File: config.mk
export PLATFORM = sky130hd
export DESIGN_NAME = noc_port_rx
export DESIGN_NICKNAME = d
export VERILOG_FILES = /design/src/rtl/noc_pkg.sv /design/src/rtl/noc_flit_fifo.sv /design/src/rtl/noc_port_rx.sv
export SDC_FILE = /design/constraint.sdc
export NUM_CORES = 1
export LEC_CHECK = 0
export BUFFER_PORTS_ARGS = -buffer_cell sky130_fd_sc_hd__clkbuf_2
export CORE_ASPECT_RATIO = 2
export CORE_UTILIZATION = 55
export DETAILED_ROUTE_END_ITERATION = 10
export GPL_TIMING_DRIVEN = 0
export PLACE_DENSITY = 0.87
export REMOVE_ABC_BUFFERS = 1
export SYNTH_ARGS = -nofsm -noshare
export SYNTH_HDL_FRONTEND = slang
export SYNTH_SLANG_ARGS = --single-unit
File: constraint.sdc
create_clock -name clk_noc -period 4.75 [get_ports clk_noc]
set_clock_uncertainty 0.05 [all_clocks]
set_input_delay 0.475 -clock clk_noc [delete_from_list [all_inputs] [get_ports clk_noc]]
set_output_delay 0.475 -clock clk_noc [all_outputs]
set_load 0.01 [all_outputs]
File: src/rtl/noc_pkg.sv
// Shared NoC definitions for the router_wrap tile and its user-fabric
// endpoints.
//   NOC_DATA_W / NOC_DEST_W : default flit payload and destination widths
//   flit_t                  : flit at the default widths
//   frame_state_e           : input-side packet framing state
package noc_pkg;

  localparam int NOC_DATA_W = 32;
  localparam int NOC_DEST_W = 6;

  typedef struct packed {
    logic [NOC_DATA_W-1:0] data;
    logic [NOC_DEST_W-1:0] dest;
    logic                  is_tail;
  } flit_t;

  typedef enum logic {
    FR_HEAD = 1'b0,
    FR_BODY = 1'b1
  } frame_state_e;

endpackage

File: src/rtl/noc_flit_fifo.sv
// Show-ahead synchronous FIFO for flits.
//   clk, rst_n : clock, async active-low reset
//   push/wdata : write one entry (caller guarantees room, or a same-cycle pop)
//   pop        : drop head entry (caller guarantees non-empty)
//   rdata      : head entry, zero while empty
//   full/count : occupancy status
module noc_flit_fifo #(
  parameter int W     = 39,
  parameter int DEPTH = 4,
  localparam int AW   = $clog2(DEPTH)
) (
  input  logic          clk,
  input  logic          rst_n,
  input  logic          push,
  input  logic [W-1:0]  wdata,
  input  logic          pop,
  output logic [W-1:0]  rdata,
  output logic          full,
  output logic [AW:0]   count
);

  logic [W-1:0]  mem [DEPTH];
  logic [AW-1:0] wr_ptr, rd_ptr;
  logic          empty;

  assign empty = (count == '0);
  assign full  = (count == (AW+1)'(DEPTH));
  // Head is masked while empty so the stream outputs read zero after reset.
  assign rdata = empty ? '0 : mem[rd_ptr];

  // Storage needs no reset; only pointers/count define validity.
  always_ff @(posedge clk) begin
    if (push) mem[wr_ptr] <= wdata;
  end

  always_ff @(posedge clk or negedge rst_n) begin
    if (!rst_n) begin
      wr_ptr <= '0;
      rd_ptr <= '0;
      count  <= '0;
    end else begin
      if (push) wr_ptr <= wr_ptr + AW'(1);
      if (pop)  rd_ptr <= rd_ptr + AW'(1);
      case ({push, pop})
        2'b10:   count <= count + (AW+1)'(1);
        2'b01:   count <= count - (AW+1)'(1);
        default: count <= count;
      endcase
    end
  end

endmodule

File: src/rtl/noc_port_rx.sv
// Receive endpoint for one router output link. Buffers credit-flow flits in
// a DEPTH-entry FIFO, returns one credit per drained flit and presents the
// flits as an AXI-stream master.
//   send_in/data_in/dest_in/is_tail_in : flit from router port, no backpressure
//   credit_out                         : registered one-cycle credit pulse
//   m_t*                               : AXI-stream master (show-ahead head)
//   overflow_err / framing_err         : sticky error flags
//   pkt_count                          : delivered packets, 16-bit wrap
module noc_port_rx
  import noc_pkg::*;
#(
  parameter int DATA_W = NOC_DATA_W,
  parameter int DEST_W = NOC_DEST_W,
  parameter int DEPTH  = 4
) (
  input  logic              clk_noc,
  input  logic              rst_n,
  input  logic              send_in,
  input  logic [DATA_W-1:0] data_in,
  input  logic [DEST_W-1:0] dest_in,
  input  logic              is_tail_in,
  output logic              credit_out,
  output logic              m_tvalid,
  input  logic              m_tready,
  output logic [DATA_W-1:0] m_tdata,
  output logic [DEST_W-1:0] m_tdest,
  output logic              m_tlast,
  output logic              overflow_err,
  output logic              framing_err,
  output logic [15:0]       pkt_count
);

  localparam int FW = DATA_W + DEST_W + 1;
  localparam int AW = $clog2(DEPTH);

  typedef struct packed {
    logic [DATA_W-1:0] data;
    logic [DEST_W-1:0] dest;
    logic              is_tail;
  } rx_flit_t;

  rx_flit_t     wflit, hflit;
  logic         full, pop, accept;
  logic [AW:0]  occupancy;

  assign wflit  = '{data: data_in, dest: dest_in, is_tail: is_tail_in};
  assign pop    = m_tvalid & m_tready;
  // A full buffer still takes a flit when the head leaves in the same cycle.
  assign accept = send_in & (~full | pop);

  noc_flit_fifo #(.W(FW), .DEPTH(DEPTH)) u_fifo (
    .clk   (clk_noc),
    .rst_n (rst_n),
    .push  (accept),
    .wdata (wflit),
    .pop   (pop),
    .rdata (hflit),
    .full  (full),
    .count (occupancy)
  );

  assign m_tvalid = (occupancy != '0);
  assign m_tdata  = hflit.data;
  assign m_tdest  = hflit.dest;
  assign m_tlast  = hflit.is_tail;

  // Framing FSM: dropped flits never advance it.
  frame_state_e      state_q, state_d;
  logic [DEST_W-1:0] dest_q, dest_d;
  logic              frame_bad;

  always_ff @(posedge clk_noc or negedge rst_n) begin
    if (!rst_n) begin
      state_q <= FR_HEAD;
      dest_q  <= '0;
    end else begin
      state_q <= state_d;
      dest_q  <= dest_d;
    end
  end

  always_comb begin
    state_d   = state_q;
    dest_d    = dest_q;
    frame_bad = 1'b0;
    case (state_q)
      FR_HEAD: begin
        if (accept && !is_tail_in) begin
          dest_d  = dest_in;
          state_d = FR_BODY;
        end
      end
      FR_BODY: begin
        if (accept) begin
          frame_bad = (dest_in != dest_q);
          if (is_tail_in) state_d = FR_HEAD;
        end
      end
      default: state_d = FR_HEAD;
    endcase
  end

  always_ff @(posedge clk_noc or negedge rst_n) begin
    if (!rst_n) begin
      credit_out   <= 1'b0;
      overflow_err <= 1'b0;
      framing_err  <= 1'b0;
      pkt_count    <= '0;
    end else begin
      credit_out <= pop;
      if (send_in && !accept) overflow_err <= 1'b1;
      if (frame_bad)          framing_err  <= 1'b1;
      if (pop && m_tlast)     pkt_count    <= pkt_count + 16'd1;
    end
  end

endmodule

==> run metrics, run 1 <==
number of global-route vias before repair between 4k and 5k; Slew headroom between 40% and 50%; ANT nets after route 0; CP endpoint kind output pin; worst IR drop on VDD about 0.44 mV; most common cell after layout, fill and taps aside edfxtp_1; Initial Util 56.8%; antenna cells 0; initial antenna violation count 0; type of element launching the critical path flop; Yosys reg bits between 150 and 200; CTS Root Cell clkbuf_16; period utilization 60.4%; GP Congestion 0.680; TritonRoute pass-1 iters 10; MaxCap Viol Count 0; H-tree Lvls 4; WP data required around 4.2 ns; Post-CTS Resized 0; Synth Cell Area approximately 7500 sq um; status finished, violations left; Main synth FF type edfxtp_1; CTS clk-pin slew, worst paths 0.07 ns; Core ar. between 10000 and 15000 sq um; max-slew violation count 0; Place WS 1.66 ns; Clock Latency Late Sink between 0.4 and 0.5 ns; Area growth, synth to finish 18.2%; # port buffers 101; Clock Tree Buf Depth 2; routed via count around 3.8k; Distinct cells, synth 32; CTS buffer count 17; actual slew at the worst max-slew pin 0.823 ns; Syn Inst Count approximately 380; post-route worst setup slack between 1.5 and 2 ns; setup violators final 0; most frequent cells in the layout edfxtp_1 (156), clkbuf_2 (101), and2_1 (40), mux4_2 (39), dfrtp_1 (31); fmax ~350 MHz; sequential share of the synthesized area roughly three quarters; Die ar. 14100 sq um; WS Path Type reg2out; Starting DRT DRC Count 200; Lkg Pwr about 3.3 nW; Die Y 167 um; Final TNS setup 0 ns; GR Overflow Total 0; GRT Total Usage roughly 21%; RSZ-0062 raised after global routing no; syn avg cell area roughly 20 sq um; final hold violations 0; Std-Cell Rows 59; PD cells around 620 nW/um^2; Clock Sinks roughly 190; DRC 4; post-DP HPWL ~9000 um; number of synthesized flops with an enable pin 156; CTS Hold Bufs 0; Async SR Flop Fraction 17.5%; Die Wd roughly 84 um; synth warn 0; Crit path arrival time 2.34 ns; Crit Path Max Fanout 24; Avg WL per Cell between 20 and 25 um; crit path time final 2.87 ns; Vias/cell 5.80; WHS between 0.08 and 0.09 ns; I/O pin count 102; drt total wl ~13000 um; share of cells above drive strength 1 about two fifths; min-delay worst type in2async; first-pass GRT wire length about 21000 um; fillcell total 885; Final #Nets 540; CTS tree yes; Post-CTS Setup Bufs 0; largest net degree at the start of global routing 44; failing checks DRC
[metal layers]
layer	vias up	track usage, %	part of all wire (%)
li1	1684	-	-
met1	1931	21.4	34
met2	140	37.3	57
met3	46	4.71	4.4
met4	0	11.6	4.2
met5	-	0	0
[flip-flops by register name, summed over array words and instances, names as in the netlist, named ones only]
register,count
overflow_err,1
u_fifo.mem,156
u_fifo.count,3
framing_err,1
u_fifo.rd_ptr,2
pkt_count,16
u_fifo.wr_ptr,2
dest_q,6
credit_out,1
[kinds of logic after synthesis]
group / count (synthesis) / share of synthesized area [%]
compound gates: 4 / 0.352
xor+xnor: 27 / 3.17
fa+ha+maj: 7 / 1.27
buf+inv: 26 / 1.66
flops: 189 / 73.9
mux: 47 / 13.3
simple gates: 81 / 6.34
[worst max-delay path, cell delays in order, from the launching register on]
cell and delay (ns):
dfrtp_2 0.76, buf_12 0.31, mux4_2 0.55, and2_1 0.18
clkbuf_2 0.13
[cell usage after synthesis, drive strengths merged (2+ instances only)]
library cell / count / area share [%]
o21ai: 2 / 0.13
nor4: 2 / 0.17
and2: 44 / 3.7
nand4: 5 / 0.42
mux4: 39 / 12
edfxtp: 156 / 63
buf: 9 / 0.79
clkbuf: 8 / 0.42
nor2: 3 / 0.15
mux2: 7 / 1.4
nand2: 9 / 0.45
dfrtp: 33 / 11
or3: 2 / 0.17
nor3: 5 / 0.34
and3: 5 / 0.49
ha: 6 / 1.0
xnor2: 13 / 1.5
xor2: 14 / 1.6
nand3: 4 / 0.27
inv: 9 / 0.45
[report_power, final]
group / internal, mW / switching, mW / total [mW]
Sequential: 2.17 / 0.204 / 2.37
Combinational: 0.882 / 0.846 / 1.73
Clock: 0.805 / 0.600 / 1.41
[stage by stage]
| stage | util, % | power, mW | std cells | instance area [sq um] |
|---|---|---|---|---|
| floorplan | - | 3.46 | 364 | 7370 |
| global placement | 61.4 | 4.02 | 617 | 8060 |
| detailed placement | 62.6 | 4.16 | 623 | 8220 |
| CTS | 67.1 | 5.57 | 655 | 8820 |
| global route | 67.1 | 5.76 | 655 | 8820 |
| finish | 67.1 | 5.50 | 655 | 8820 |
[cell type report]
cell class / instances / area [sq um] / area share [%]
well taps: 152 / 190 / 2.16
clock inverters: 13 / 153 / 1.73
repair buffers: 107 / 656 / 7.43
multi-input cells: 166 / 1830 / 20.8
clock buffers: 19 / 443 / 5.02
inverters: 9 / 33.8 / 0.383
flip-flops and latches: 189 / 5510 / 62.5
[path summary, 6_finish.rpt]
path                       depth (start not counted)                          from  slack (ns)                      endpoint
hold / removal                                     1                         rst_n        0.09      pkt_count[9]$_DFFE_PN0P_
min in group clk_noc                               2                       send_in        0.22      overflow_err$_DFFE_PN0P_
setup reg to reg                                   8   u_fifo.count[1]$_DFFE_PN0P_        2.11   u_fifo.count[2]$_DFFE_PN0P_
hold reg to reg                                    1      overflow_err$_DFFE_PN0P_        0.43      overflow_err$_DFFE_PN0P_
max in group asynchronous                          1                         rst_n        3.98  u_fifo.rd_ptr[0]$_DFFE_PN0P_
setup / recovery                                   4  u_fifo.rd_ptr[0]$_DFFE_PN0P_        1.88                    m_tdata[3]
(Power assumes the default switching activity.)
==> inputs of run 2 (changes only) <==
CORE_UTILIZATION = 51   (was 55)
PLACE_DENSITY = 0.85   (was 0.87)
clock period = 2.55 ns   (was 4.75 ns; I/O delays follow)
==> run metrics, run 2 (same netlist as run 1, synthesis figures left out) <==
Die Wd 87.5 um; type of element launching the critical path flop; Area growth, synth to finish 22.0%; post-route worst setup slack 0.128 ns; PD cells around 1100 nW/um^2; Crit path arrival time about 2.1 ns; Power, Total just over 10 mW; setup violators final 0; actual slew at the worst max-slew pin 0.839 ns; Cell Int Power 7.18 mW; period utilization roughly 95%; DRC 0; crit path time final between 2 and 2.5 ns; Clock Tree Buf Depth 2; antenna cells 0; share of cells above drive strength 1 a little under two fifths; drt total wl around 14000 um; CTS Root Cell clkbuf_16; Final #Nets about 570; sequential share of power a little over two fifths; Crit Path Max Fanout 22; Std-Cell Rows between 60 and 70; GR Overflow Total 0; most common cell after layout, fill and taps aside edfxtp_1; I/O pin count between 100 and 150; H-tree Lvls 4; first-pass GRT wire length approximately 22000 um; sw frac between 20 and 30%; Vias/cell between 5 and 6; ANT nets after route 0; Initial Util between 50% and 60%; CTS clk-pin slew, worst paths 0.07 ns; Clock Latency Late Sink approximately 0.42 ns; Switch Pwr ~3.1 mW; routed via count ~3.8k; Core ar. between 10000 and 15000 sq um; Die Y roughly 170 um; fillcell total approximately 1k; biggest regs u_fifo.mem (156), pkt_count (16), dest_q (6); WS Path Type reg2out; most frequent cells in the layout edfxtp_1 (156), clkbuf_2 (101), and2_1 (40), mux4_2 (39), dfrtp_1 (31); Post-DP Area 8250 sq um; fmax just over 400 MHz; Lkg Pwr 3.43 nW; Reg with most FFs u_fifo.mem; TritonRoute pass-1 iters 4; Die ar. about 15000 sq um; Clk network pwr share around 25%; status completed; Avg WL per Cell between 15 and 20 um; CTS tree yes; final instance area around 9000 sq um; number of global-route vias before repair roughly 4.2k; worst IR drop on VDD about 0.66 mV; Slew headroom 44.1%; max-slew violation count 0; Place WS -0.525 ns; GRT Total Usage 20.0%; MaxCap Viol Count 0; GP Congestion about 0.76; WP data required 2.25 ns; CTS buffer count 17; Largest register FFs between 150 and 200; Clock Sinks approximately 190; Combinational Power Share around a third; Starting DRT DRC Count about 180; min-delay worst type in2reg; final core utilization between 60% and 70%; initial antenna violation count 0; final hold violations 0; WHS between 0.01 and 0.015 ns; # port buffers slightly above 100; largest net degree at the start of global routing 44; post-DP HPWL approximately 8600 um; CP endpoint kind output pin
run 2: layout make-up:
cell class,instances,area [sq um],area share [%]
Clock inverter,11,104,1.14
Inverter,9,33.8,0.371
Multi-Input combinational cell,166,1840,20.2
Clock buffer,21,482,5.29
Sequential cell,189,5520,60.6
Tap cell,192,240,2.64
Timing Repair Buffer,132,885,9.72
run 2: final timing paths:
kind | slack [ns] | cells past startpoint | from | to
max | 0.13 | 4 | u_fifo.rd_ptr[0]$_DFFE_PN0P_ | m_tdest[3]
min | 0.01 | 1 | data_in[15] | u_fifo.mem[1][22]$_DFFE_PP_
max reg2reg | 0.13 | 8 | u_fifo.count[0]$_DFFE_PN0P_ | u_fifo.count[2]$_DFFE_PN0P_
min reg2reg | 0.41 | 1 | overflow_err$_DFFE_PN0P_ | overflow_err$_DFFE_PN0P_
max in group asynchronous | 1.43 | 2 | rst_n | u_fifo.rd_ptr[0]$_DFFE_PN0P_
min in group asynchronous | 0.41 | 2 | rst_n | pkt_count[0]$_DFFE_PN0P_
run 2: routing by layer:
metal | vias up | GRT usage [%] | wire (um)
met5 | - | 0 | 0
met2 | 104 | 35.7 | 7630
met3 | 23 | 4.63 | 463
li1 | 1740 | - | -
met4 | 0 | 8.54 | 330
met1 | 1974 | 22.2 | 5160
run 2: repair_timing:
| action | 4_1_cts | 5_1_grt |
|---|---|---|
| setup endpoints to repair | 49 | 1 |
| resized for setup | 3 | 1 |
| setup buffers | 1 | 0 |
| hold endpoints to repair | 118 | 0 |
| hold buffers | 24 | 0 |
run 2: metrics by stage:
stage,TNS [ns],instances
6_report,0,720
5_1_grt,-0.0509,720
4_1_cts,0,720
3_5_place_dp,-2.17,663
3_3_place_gp,-136.47,657
2_1_floorplan,-15.98,364
run 2: worst max-delay path, stage by stage, from the launching register on:
cell and delay (ns):
dfrtp_4 0.59, buf_12 0.26, mux4_2 0.52, and2_1 0.19, clkbuf_2 0.13
run 2: power by group through the flow:
stage               registers (mW)  logic [mW]  clock network, mW
floorplan                     4.51        1.92                  0
global placement              4.63        2.86                  0
detailed placement            4.49        3.22                  0
CTS                           4.41        3.33               2.62
global route                  4.47        3.55               2.73
finish                        4.40        3.27               2.56
==> inputs of run 3 (changes only) <==
CORE_UTILIZATION = 55   (was 51)
PLACE_DENSITY = 0.87   (was 0.85)
clock period = 3.15 ns   (was 2.55 ns; I/O delays follow)
==> run metrics, run 3 (same netlist as run 1, synthesis figures left out) <==
status finished, violations left; failing checks DRC; Top delay family on crit path flip-flops; fillcell total a little under 900; CP cell instances buf_12 > mux4_2 > and2_1 > clkbuf_2; WHS about 0.055 ns; Final #Nets around 540; largest net degree at the start of global routing 44; WP data required 2.78 ns; Avg WL per Cell around 21 um; Final TNS setup 0 ns; Clk network pwr share roughly a quarter; CTS buffer count 17; drt total wl 13500 um; Clock Latency Late Sink around 0.42 ns; max incr delay on CP between 0.7 and 0.8 ns; max-slew violation count 0; TritonRoute pass-1 iters 9; actual slew at the worst max-slew pin ~0.82 ns; Die Y approximately 170 um; min-delay worst type in2reg; Crit Path Max Fanout 24; Switch Pwr about 2.5 mW; Cell Int Power ~5.8 mW; antenna cells 0; Area growth, synth to finish 18.4%; most frequent cells in the layout edfxtp_1 (156), clkbuf_2 (101), and2_1 (40), mux4_2 (39), dfrtp_1 (31); fin cells approximately 660; fmax between 300 and 400 MHz; CP endpoint kind output pin; CP bufs+invs 2; CTS Root Cell clkbuf_16; WS Path Type reg2out; Combinational Power Share 31.4%; sw frac 30.0%; GP Congestion ~0.68; biggest regs u_fifo.mem (156), pkt_count (16), dest_q (6); H-tree Lvls 4; Slew headroom between 40 and 50%; post-route worst setup slack approximately 0.45 ns; I/O pin count about 100; period utilization 85.8%; Power, Total between 8 and 9 mW; crit path time final 2.70 ns; Largest register FFs around 160; number of global-route vias before repair around 4.2k; Std-Cell Rows 59; routed via count between 3k and 4k; Die Wd roughly 84 um; Slowest cell on crit path dfrtp_2; Register Area 5510 sq um; # placed instances just over 600; reg2reg path depth 8; first-pass GRT wire length 21100 um; Vias/cell 5.76; Clock Sinks between 150 and 200; CTS tree yes; WP depth 4; WHS Path Cells 2; initial antenna violation count 0; Initial Util between 50% and 60%; # port buffers slightly above 100; area of the multi-input gates about 1800 sq um; Crit path arrival time around 2.3 ns; worst IR drop on VDD 0.666 mV; Core ar. ~13000 sq um; ANT nets after route 0; PD cells between 900 and 1000 nW/um^2; share of cells above drive strength 1 between 30% and 40%; most common cell after layout, fill and taps aside edfxtp_1; Die ar. 14100 sq um; Post-CTS Setup Bufs 0; CTS clk-pin slew, worst paths 0.07 ns; Starting DRT DRC Count between 200 and 250; Reg with most FFs u_fifo.mem; Clock Tree Buf Depth 2; RSZ-0062 raised after global routing no; Place WS 0.0649 ns; post-DP HPWL ~9000 um; GR Overflow Total 0; MaxCap Viol Count 0; final hold violations 0; GRT Total Usage between 20% and 30%; DRC 4; Post-CTS Resized 0; setup violators final 0; sequential share of power between 40% and 50%; Lkg Pwr 3.34 nW; type of element launching the critical path flop
-- run 3: cell count changes in the layout (fill, tap and decap cells not counted), sizes merged --
cell / change
buf: -1
bufinv: +1
clkbuf: -2
clkinv: -3
dlygate4sd3: -23
inv: +4
-- run 3: final cells by class --
class	count	share of cell area (%)
Sequential cell	189	62.4
Clock inverter	13	1.73
Inverter	9	0.383
Clock buffer	19	5.02
Multi-Input combinational cell	166	20.7
Timing Repair Buffer	108	7.54
Tap cell	152	2.15
-- run 3: path summary, 6_finish.rpt --
| path | slack, ns | start | end |
|---|---|---|---|
| hold / removal | 0.05 | send_in | overflow_err$_DFFE_PN0P_ |
| hold reg to reg | 0.43 | overflow_err$_DFFE_PN0P_ | overflow_err$_DFFE_PN0P_ |
| setup / recovery | 0.45 | u_fifo.rd_ptr[0]$_DFFE_PN0P_ | m_tdata[3] |
| setup reg to reg | 0.51 | u_fifo.count[1]$_DFFE_PN0P_ | u_fifo.count[2]$_DFFE_PN0P_ |
| min in group asynchronous | 0.46 | rst_n | pkt_count[7]$_DFFE_PN0P_ |
| max in group asynchronous | 2.02 | rst_n | u_fifo.rd_ptr[0]$_DFFE_PN0P_ |
-- run 3: timing repair --
action | in CTS | in global routing
hold buffers | 1 | 0
hold endpoints to repair | 33 | 0
endpoints found under the setup margin | 0 | 0
-- run 3: routing by layer --
metal  track usage [%]  vias to the layer above  routed length [um]
li1                  -                     1687                   -
met1              21.5                     1919                4700
met2              37.6                      125                7700
met3              4.71                       46                 525
met4              11.6                        0                 556
met5                 0                        -                   0
-- run 3: worst reg2reg max path, delay by kind of cell (launching register included) --
family | cells | cell delay, ns
adders and majority gates | 2 | 0.44
buffers and inverters | 1 | 0.08
DFF | 1 | 0.40
and+or+nand+nor | 3 | 1.28
xor gates and xnor gates | 2 | 0.28
-- run 3: power groups by stage --
| stage | Clock [mW] | Combinational [mW] | Sequential, mW |
|---|---|---|---|
| final | 2.12 | 2.61 | 3.57 |
| after global routing | 2.25 | 2.82 | 3.63 |
| after CTS | 2.16 | 2.66 | 3.59 |
| after detailed placement | 0 | 2.65 | 3.63 |
| after global placement | 0 | 2.31 | 3.75 |
| after floorplan | 0 | 1.56 | 3.65 |
-- run 3: through the flow --
| step | cell area, sq um | util (%) |
|---|---|---|
| 2_1_floorplan | 7370 | - |
| 4_1_cts | 8830 | 67.2 |
| 3_3_place_gp | 8060 | 61.4 |
| 6_report | 8830 | 67.2 |
| 3_5_place_dp | 8220 | 62.6 |
| 5_1_grt | 8830 | 67.2 |
